[src/rtl/adapter_pkg.sv]
// Shared constants and sizing helpers for the bus-word register adapters
// (serialising output register and reassembling input register).
package adapter_pkg;

  localparam int ADAPTER_WORD_W = 32;

  // Number of 32-bit bus words needed to carry n bits.
  function automatic int cdiv32(input int n);
    return (n + ADAPTER_WORD_W - 1) / ADAPTER_WORD_W;
  endfunction

  // Ceiling log2, never less than 1 so a single-word counter still has a bit.
  function automatic int clog2(input int n);
    int r;
    r = 0;
    while ((1 << r) < n) begin
      r = r + 1;
    end
    return (r < 1) ? 1 : r;
  endfunction

endpackage

[src/rtl/in_register.sv]
// Reassembles a stream of 32-bit bus writes into one C_NUM_BITS-wide word,
// presented through a valid/ack hold stage with back-pressure and sticky overrun.
module in_register
  import adapter_pkg::*;
#(
  parameter int C_NUM_BITS = 32
) (
  input  logic                  clk,
  input  logic                  rst_n,
  input  logic [31:0]           din,
  input  logic                  we,
  input  logic                  clr,
  output logic                  full,
  output logic [C_NUM_BITS-1:0] dout,
  output logic                  dout_valid,
  input  logic                  dout_ack,
  output logic                  write,
  output logic                  ovf
);

  localparam int C_NUM_WORDS  = cdiv32(C_NUM_BITS);
  localparam int C_COUNT_BITS = clog2(C_NUM_WORDS);
  localparam int LAST_LOW     = ADAPTER_WORD_W * (C_NUM_WORDS - 1);
  localparam int LAST_BITS    = C_NUM_BITS - LAST_LOW;
  localparam logic [C_COUNT_BITS-1:0] LAST_IDX = C_COUNT_BITS'(C_NUM_WORDS - 1);

  logic [C_COUNT_BITS-1:0] count;
  logic                    last_word;
  logic                    accept;
  logic                    complete;
  logic [C_NUM_BITS-1:0]   assembled;

  // Only the final word can stall; earlier words never touch the hold stage.
  assign last_word = (count == LAST_IDX);
  assign full      = dout_valid & ~dout_ack & last_word;
  assign accept    = we & ~full & ~clr;
  assign complete  = accept & last_word;

  always_ff @(posedge clk or negedge rst_n) begin
    if (!rst_n) begin
      count <= '0;
    end else if (clr) begin
      count <= '0;
    end else if (accept) begin
      if (last_word) begin
        count <= '0;
      end else begin
        count <= count + 1'b1;
      end
    end
  end

  generate
    if (C_NUM_WORDS == 1) begin : g_single
      assign assembled = din[C_NUM_BITS-1:0];
    end else begin : g_multi
      for (genvar k = 0; k < C_NUM_WORDS - 1; k++) begin : g_word
        logic [ADAPTER_WORD_W-1:0] word_q;

        always_ff @(posedge clk or negedge rst_n) begin
          if (!rst_n) begin
            word_q <= '0;
          end else if (accept && (count == C_COUNT_BITS'(k))) begin
            word_q <= din;
          end
        end

        assign assembled[ADAPTER_WORD_W*k +: ADAPTER_WORD_W] = word_q;
      end
      // Padding bits above C_NUM_BITS in the final bus word are simply dropped.
      assign assembled[C_NUM_BITS-1:LAST_LOW] = din[LAST_BITS-1:0];
    end
  endgenerate

  always_ff @(posedge clk or negedge rst_n) begin
    if (!rst_n) begin
      dout       <= '0;
      dout_valid <= 1'b0;
      write      <= 1'b0;
    end else begin
      write <= complete;
      if (complete) begin
        dout       <= assembled;
        dout_valid <= 1'b1;
      end else if (dout_ack) begin
        dout_valid <= 1'b0;
      end
    end
  end

  // Restart clears the overrun record and outranks a simultaneous dropped write.
  always_ff @(posedge clk or negedge rst_n) begin
    if (!rst_n) begin
      ovf <= 1'b0;
    end else if (clr) begin
      ovf <= 1'b0;
    end else if (we && full) begin
      ovf <= 1'b1;
    end
  end

endmodule

[config.mk]
export PLATFORM = sky130hd
export DESIGN_NAME = in_register
export DESIGN_NICKNAME = d
export VERILOG_FILES = /design/src/rtl/adapter_pkg.sv /design/src/rtl/in_register.sv
export SDC_FILE = /design/constraint.sdc
export NUM_CORES = 1
export LEC_CHECK = 0
export BUFFER_PORTS_ARGS = -buffer_cell sky130_fd_sc_hd__buf_2
export CORE_MARGIN = 8
export CORE_UTILIZATION = 40
export DETAILED_ROUTE_END_ITERATION = 16
export GPL_ROUTABILITY_DRIVEN = 0
export GPL_TIMING_DRIVEN = 0
export PLACE_DENSITY = 0.79
export REMOVE_ABC_BUFFERS = 1
export SLEW_MARGIN = 15
export SYNTH_ARGS = -nofsm -noshare
export SYNTH_HDL_FRONTEND = slang
export SYNTH_SLANG_ARGS = --single-unit
export TNS_END_PERCENT = 100
[constraint.sdc]
create_clock -name clk -period 1.35 [get_ports clk]
set_input_delay 0.0675 -clock clk [delete_from_list [all_inputs] [get_ports clk]]
set_output_delay 0.0675 -clock clk [all_outputs]
set_load 0.01 [all_outputs]
## After elaboration in Yosys (flattened, before gate mapping)

Cells that the tools add are included.

- Add/sub/neg operators: 1
- Mux-type cells: 7
- Bitwise logic cells: 9
- Reductions and logical operators: 4

Operator list:

| operator | number |
|---|---|
| two-way mux 1 bit | 7 |
| nonzero test 2 bit | 3 |
| AND 1 bit | 5 |
| NOT 1 bit | 4 |
| adder 1 bit, second input constant | 1 |
| logical AND 1 bit | 1 |

- Bits in registers: 36
- Input bits: 37
- Output and inout bits: 36
- Word-level logic and storage cells: 26

## Depth between registers and ports, before layout

- Depth after elaboration: 8
- Depth in mapped cells: 4
- Mapped depth without buffers: 3

## Least setup slack after synthesis

OpenSTA, ideal clock, no wires.

- Kind: flip-flop to flip-flop
- From: register dout_valid
- To: register dout[10]
- Setup time: 0.125 ns
- Data arrival time: 1.219 ns
- Required time: 1.225 ns
- Slack: 0.006 ns
- Stages on the path, launching flop included: 5
- Buffers on the path: 1
- Clock period less this slack: 1.344 ns
- Cells stage by stage: dfrtp_1 nor2b_4 nor2_4 buf_6 mux2_4

- Longest elaborated chain between the ends: 6

RTL lines:

| element | line | source |
|---|---|---|
| start, declared | in_register.sv:15 | `output logic dout_valid,` |
| start signal, assigned | in_register.sv:78 | `dout_valid <= 1'b0;` |
| start signal, assigned | in_register.sv:84 | `dout_valid <= 1'b1;` |
| start signal, assigned | in_register.sv:86 | `dout_valid <= 1'b0;` |
| AND 1 bit (2 in series) | in_register.sv:35 | `assign full = dout_valid & ~dout_ack & last_word;` |
| net full | in_register.sv:13 | `output logic full,` |
| NOT 1 bit | in_register.sv:36 | `assign accept = we & ~full & ~clr;` |
| AND 1 bit (2 in series) | in_register.sv:36 |  |
| AND 1 bit | in_register.sv:37 | `assign complete = accept & last_word;` |
| end signal, assigned | in_register.sv:83 | `dout <= assembled;` |
| end, declared | in_register.sv:14 | `output logic [C_NUM_BITS-1:0] dout,` |

The timed path passes the listed nets, and every way through them passes these cells.
A chain may end at the register's enable or synchronous reset.

## Final worst setup path

- From: input clr
- To: register dout[24]

- Longest elaborated chain between the ends: 3

RTL lines:

| element | line | source |
|---|---|---|
| start, declared | in_register.sv:12 | `input logic clr,` |
| NOT 1 bit | in_register.sv:36 |  |
| AND 1 bit | in_register.sv:36 |  |
| AND 1 bit | in_register.sv:37 |  |

No other way between the ends.

==> metrics.yaml <==
drt_iter0_drc: 33
syn-instance-count: 76
antenna_found_initial: 0
end_kind: "register"
routed_wl_um: 3950
worstPathArrival_ns: 1.57
fp.dieH_um: 75.8
setup_violations: 1
synth_area_leaders: "dfrtp_1 61%, mux2_4 30%, buf_6 2.4%"
outcome: "finished, violations left"
crit_type: "input port to register"
hold_path_class: "input port to register"
grt_pass1_wl_um: 6200
clock_sinks: 35
violations: "negative setup slack"
fin_worst_skew_ns: 0.00421
pre_cts_slack_ns: -0.656
start_util: 0.423
synth.most_common_cell: "dfrtp_1"
drive_above_1_share: 0.616
syn_avg_cell_area_sq_um: 18.9
p_leak_uw: 0.00115
nets: 228
grt_max_degree: 36
worstSkewPairLatency_ns: 0.33
grt_pass1_vias: 1248
max_freq_ghz: 0.734
ant_nets: 0
worst_pin_slew_ns: 0.753
fin_total_pwr_uw: 2630
rsz0062_at_grt: "true"
area_growth_pct: 59.2
cts_tree: "built"
diodes: 0
irDropWorstVdd_uv: 773
dp_cells: 191
num_rows: 21
yosys.area.top_type: "dfrtp_1"
p_per_area_mw_per_mm2: 1150
route.detailed.drc: 0
cts_buffers: 5
die_w_um: 75.8
relSlewSlack: 0.498
synth.distinct_cells: 10
final_max_slew_viol_count: 0
netlist_top_cells_count: "35 x dfrtp_1, 29 x mux2_4, 3 x buf_6, 3 x mux2_2"
fin_ws_ns: -0.0118
crit_path_start_kind: "input port"
synthFlopType: "dfrtp_1"
portBuffers: 72
grt_util_all_layers: 0.148
hold_viol: 0
vias: 1057
wl_per_cell_um: 16.7
dr.pass1.iters: 4
hpwl_um: 2420
io_pins: 73
ys_warn_count: 0
clockRootBuffer: "clkbuf_4"
cp_max_fo: 10
finalCritPeriodShare: 1.01
drv_cap: 0
syn_area_sq_mm: 0.00143
vias_per_cell: 4.48
core_area_sq_mm: 0.00339
synth_seq_cells: 35
dieArea_sq_mm: 0.00575
synth_edf_count: 0
crit_required_ns: 1.56
overflow: 0
ys_seq_area_frac: 0.611
htree_levels: 2
clk_pin_slew_ns: 0.10
synth_top_area_frac: 0.611
async_flop_share: 1.00
clockBufferDepth: 2
instances_no_fill: 236
post-route-min-period_ns: 1.36
[metal layers]
metal | vias to the layer above | share of wire | global-route usage
met5 | - | 0 | 0
met4 | 0 | 0.011 | 0.0448
met3 | 5 | 0.094 | 0.0737
met2 | 45 | 0.49 | 0.239
met1 | 518 | 0.40 | 0.166
li1 | 489 | - | -
[cells by family after synthesis]
group,after synthesis,synth area share
AO/OA/AOI/OAI,1,0.00349
buffers and inverters,3,0.0236
flip-flops,35,0.611
multiplexers,32,0.328
AND/OR/NAND/NOR,5,0.0341
[final timing paths]
| path | start | endpoint | slack [ns] | depth (start not counted) |
|---|---|---|---|---|
| worst max register to register | dout_valid | dout[24] | 0.04 | 4 |
| max in group asynchronous | rst_n | dout[19] | 0.54 | 2 |
| worst min register to register | dout[31] | dout[31] | 0.51 | 1 |
| worst min-delay path | we | ovf | 0.03 | 3 |
| min in group asynchronous | rst_n | dout_valid | 0.34 | 2 |
| worst max-delay path | clr | dout[24] | -0.01 | 6 |
[timing repair]
action	4_1_cts	5_1_grt
cloned	1	0
hold buffers	34	0
resized for setup	1	1
pin swaps	2	0
endpoints found under the setup margin	33	7
endpoints found under the hold margin	68	0
buffers inserted	4	0
[metrics by stage]
stage	utilization	hold WS (ns)	cell area (sq um)	setup TNS [ns]
finish	0.673	0.0267	2280	-0.0118
floorplan	-	-0.228	1400	-14.63
global placement	0.536	0.154	1820	-16.47
global route	0.673	0.0356	2280	-0.00726
detailed placement	0.536	0.185	1820	-19.06
CTS	0.672	0.0346	2280	0
[final cells by class]
type	count	area (sq um)
fillers	238	1110
clock buffers	6	41.3
flip-flops and latches	35	876
multi-input cells	39	534
well taps	46	57.6
repair buffers	110	772
[critical path, stage by stage]
cell and delay [ns]:
dlygate4sd3_1 0.53, buf_2 0.13, nand2b_4 0.17, nor2_4 0.17, buf_12 0.16, mux2_2 0.35
[registers in the layout (all words and copies together) (netlist names)]
signal,count
dout,32
dout_valid,1
ovf,1
write,1
[placed cells by master, fill, tap and decap left out]
cell type / Yosys / routed
a21oi_1: 1 / 1
clkbuf_4: 0 / 5
clkbuf_1: 0 / 1
mux2_4: 29 / 29
nor2_1: 1 / 1
nor2b_4: 1 / 1
mux2_2: 3 / 3
dfrtp_1: 35 / 35
nor2_4: 1 / 2
dlygate4sd3_1: 0 / 34
buf_6: 3 / 1
nand2b_1: 1 / 1
buf_2: 0 / 72
buf_12: 0 / 3
nand2b_4: 1 / 1
[where the power goes]
part / internal, uW / switching (uW)
Clock: 185 / 316
Combinational: 486 / 314
Sequential: 1230 / 104
Total: 1900 / 733
No activity file was read; power rests on OpenSTA's default activity.
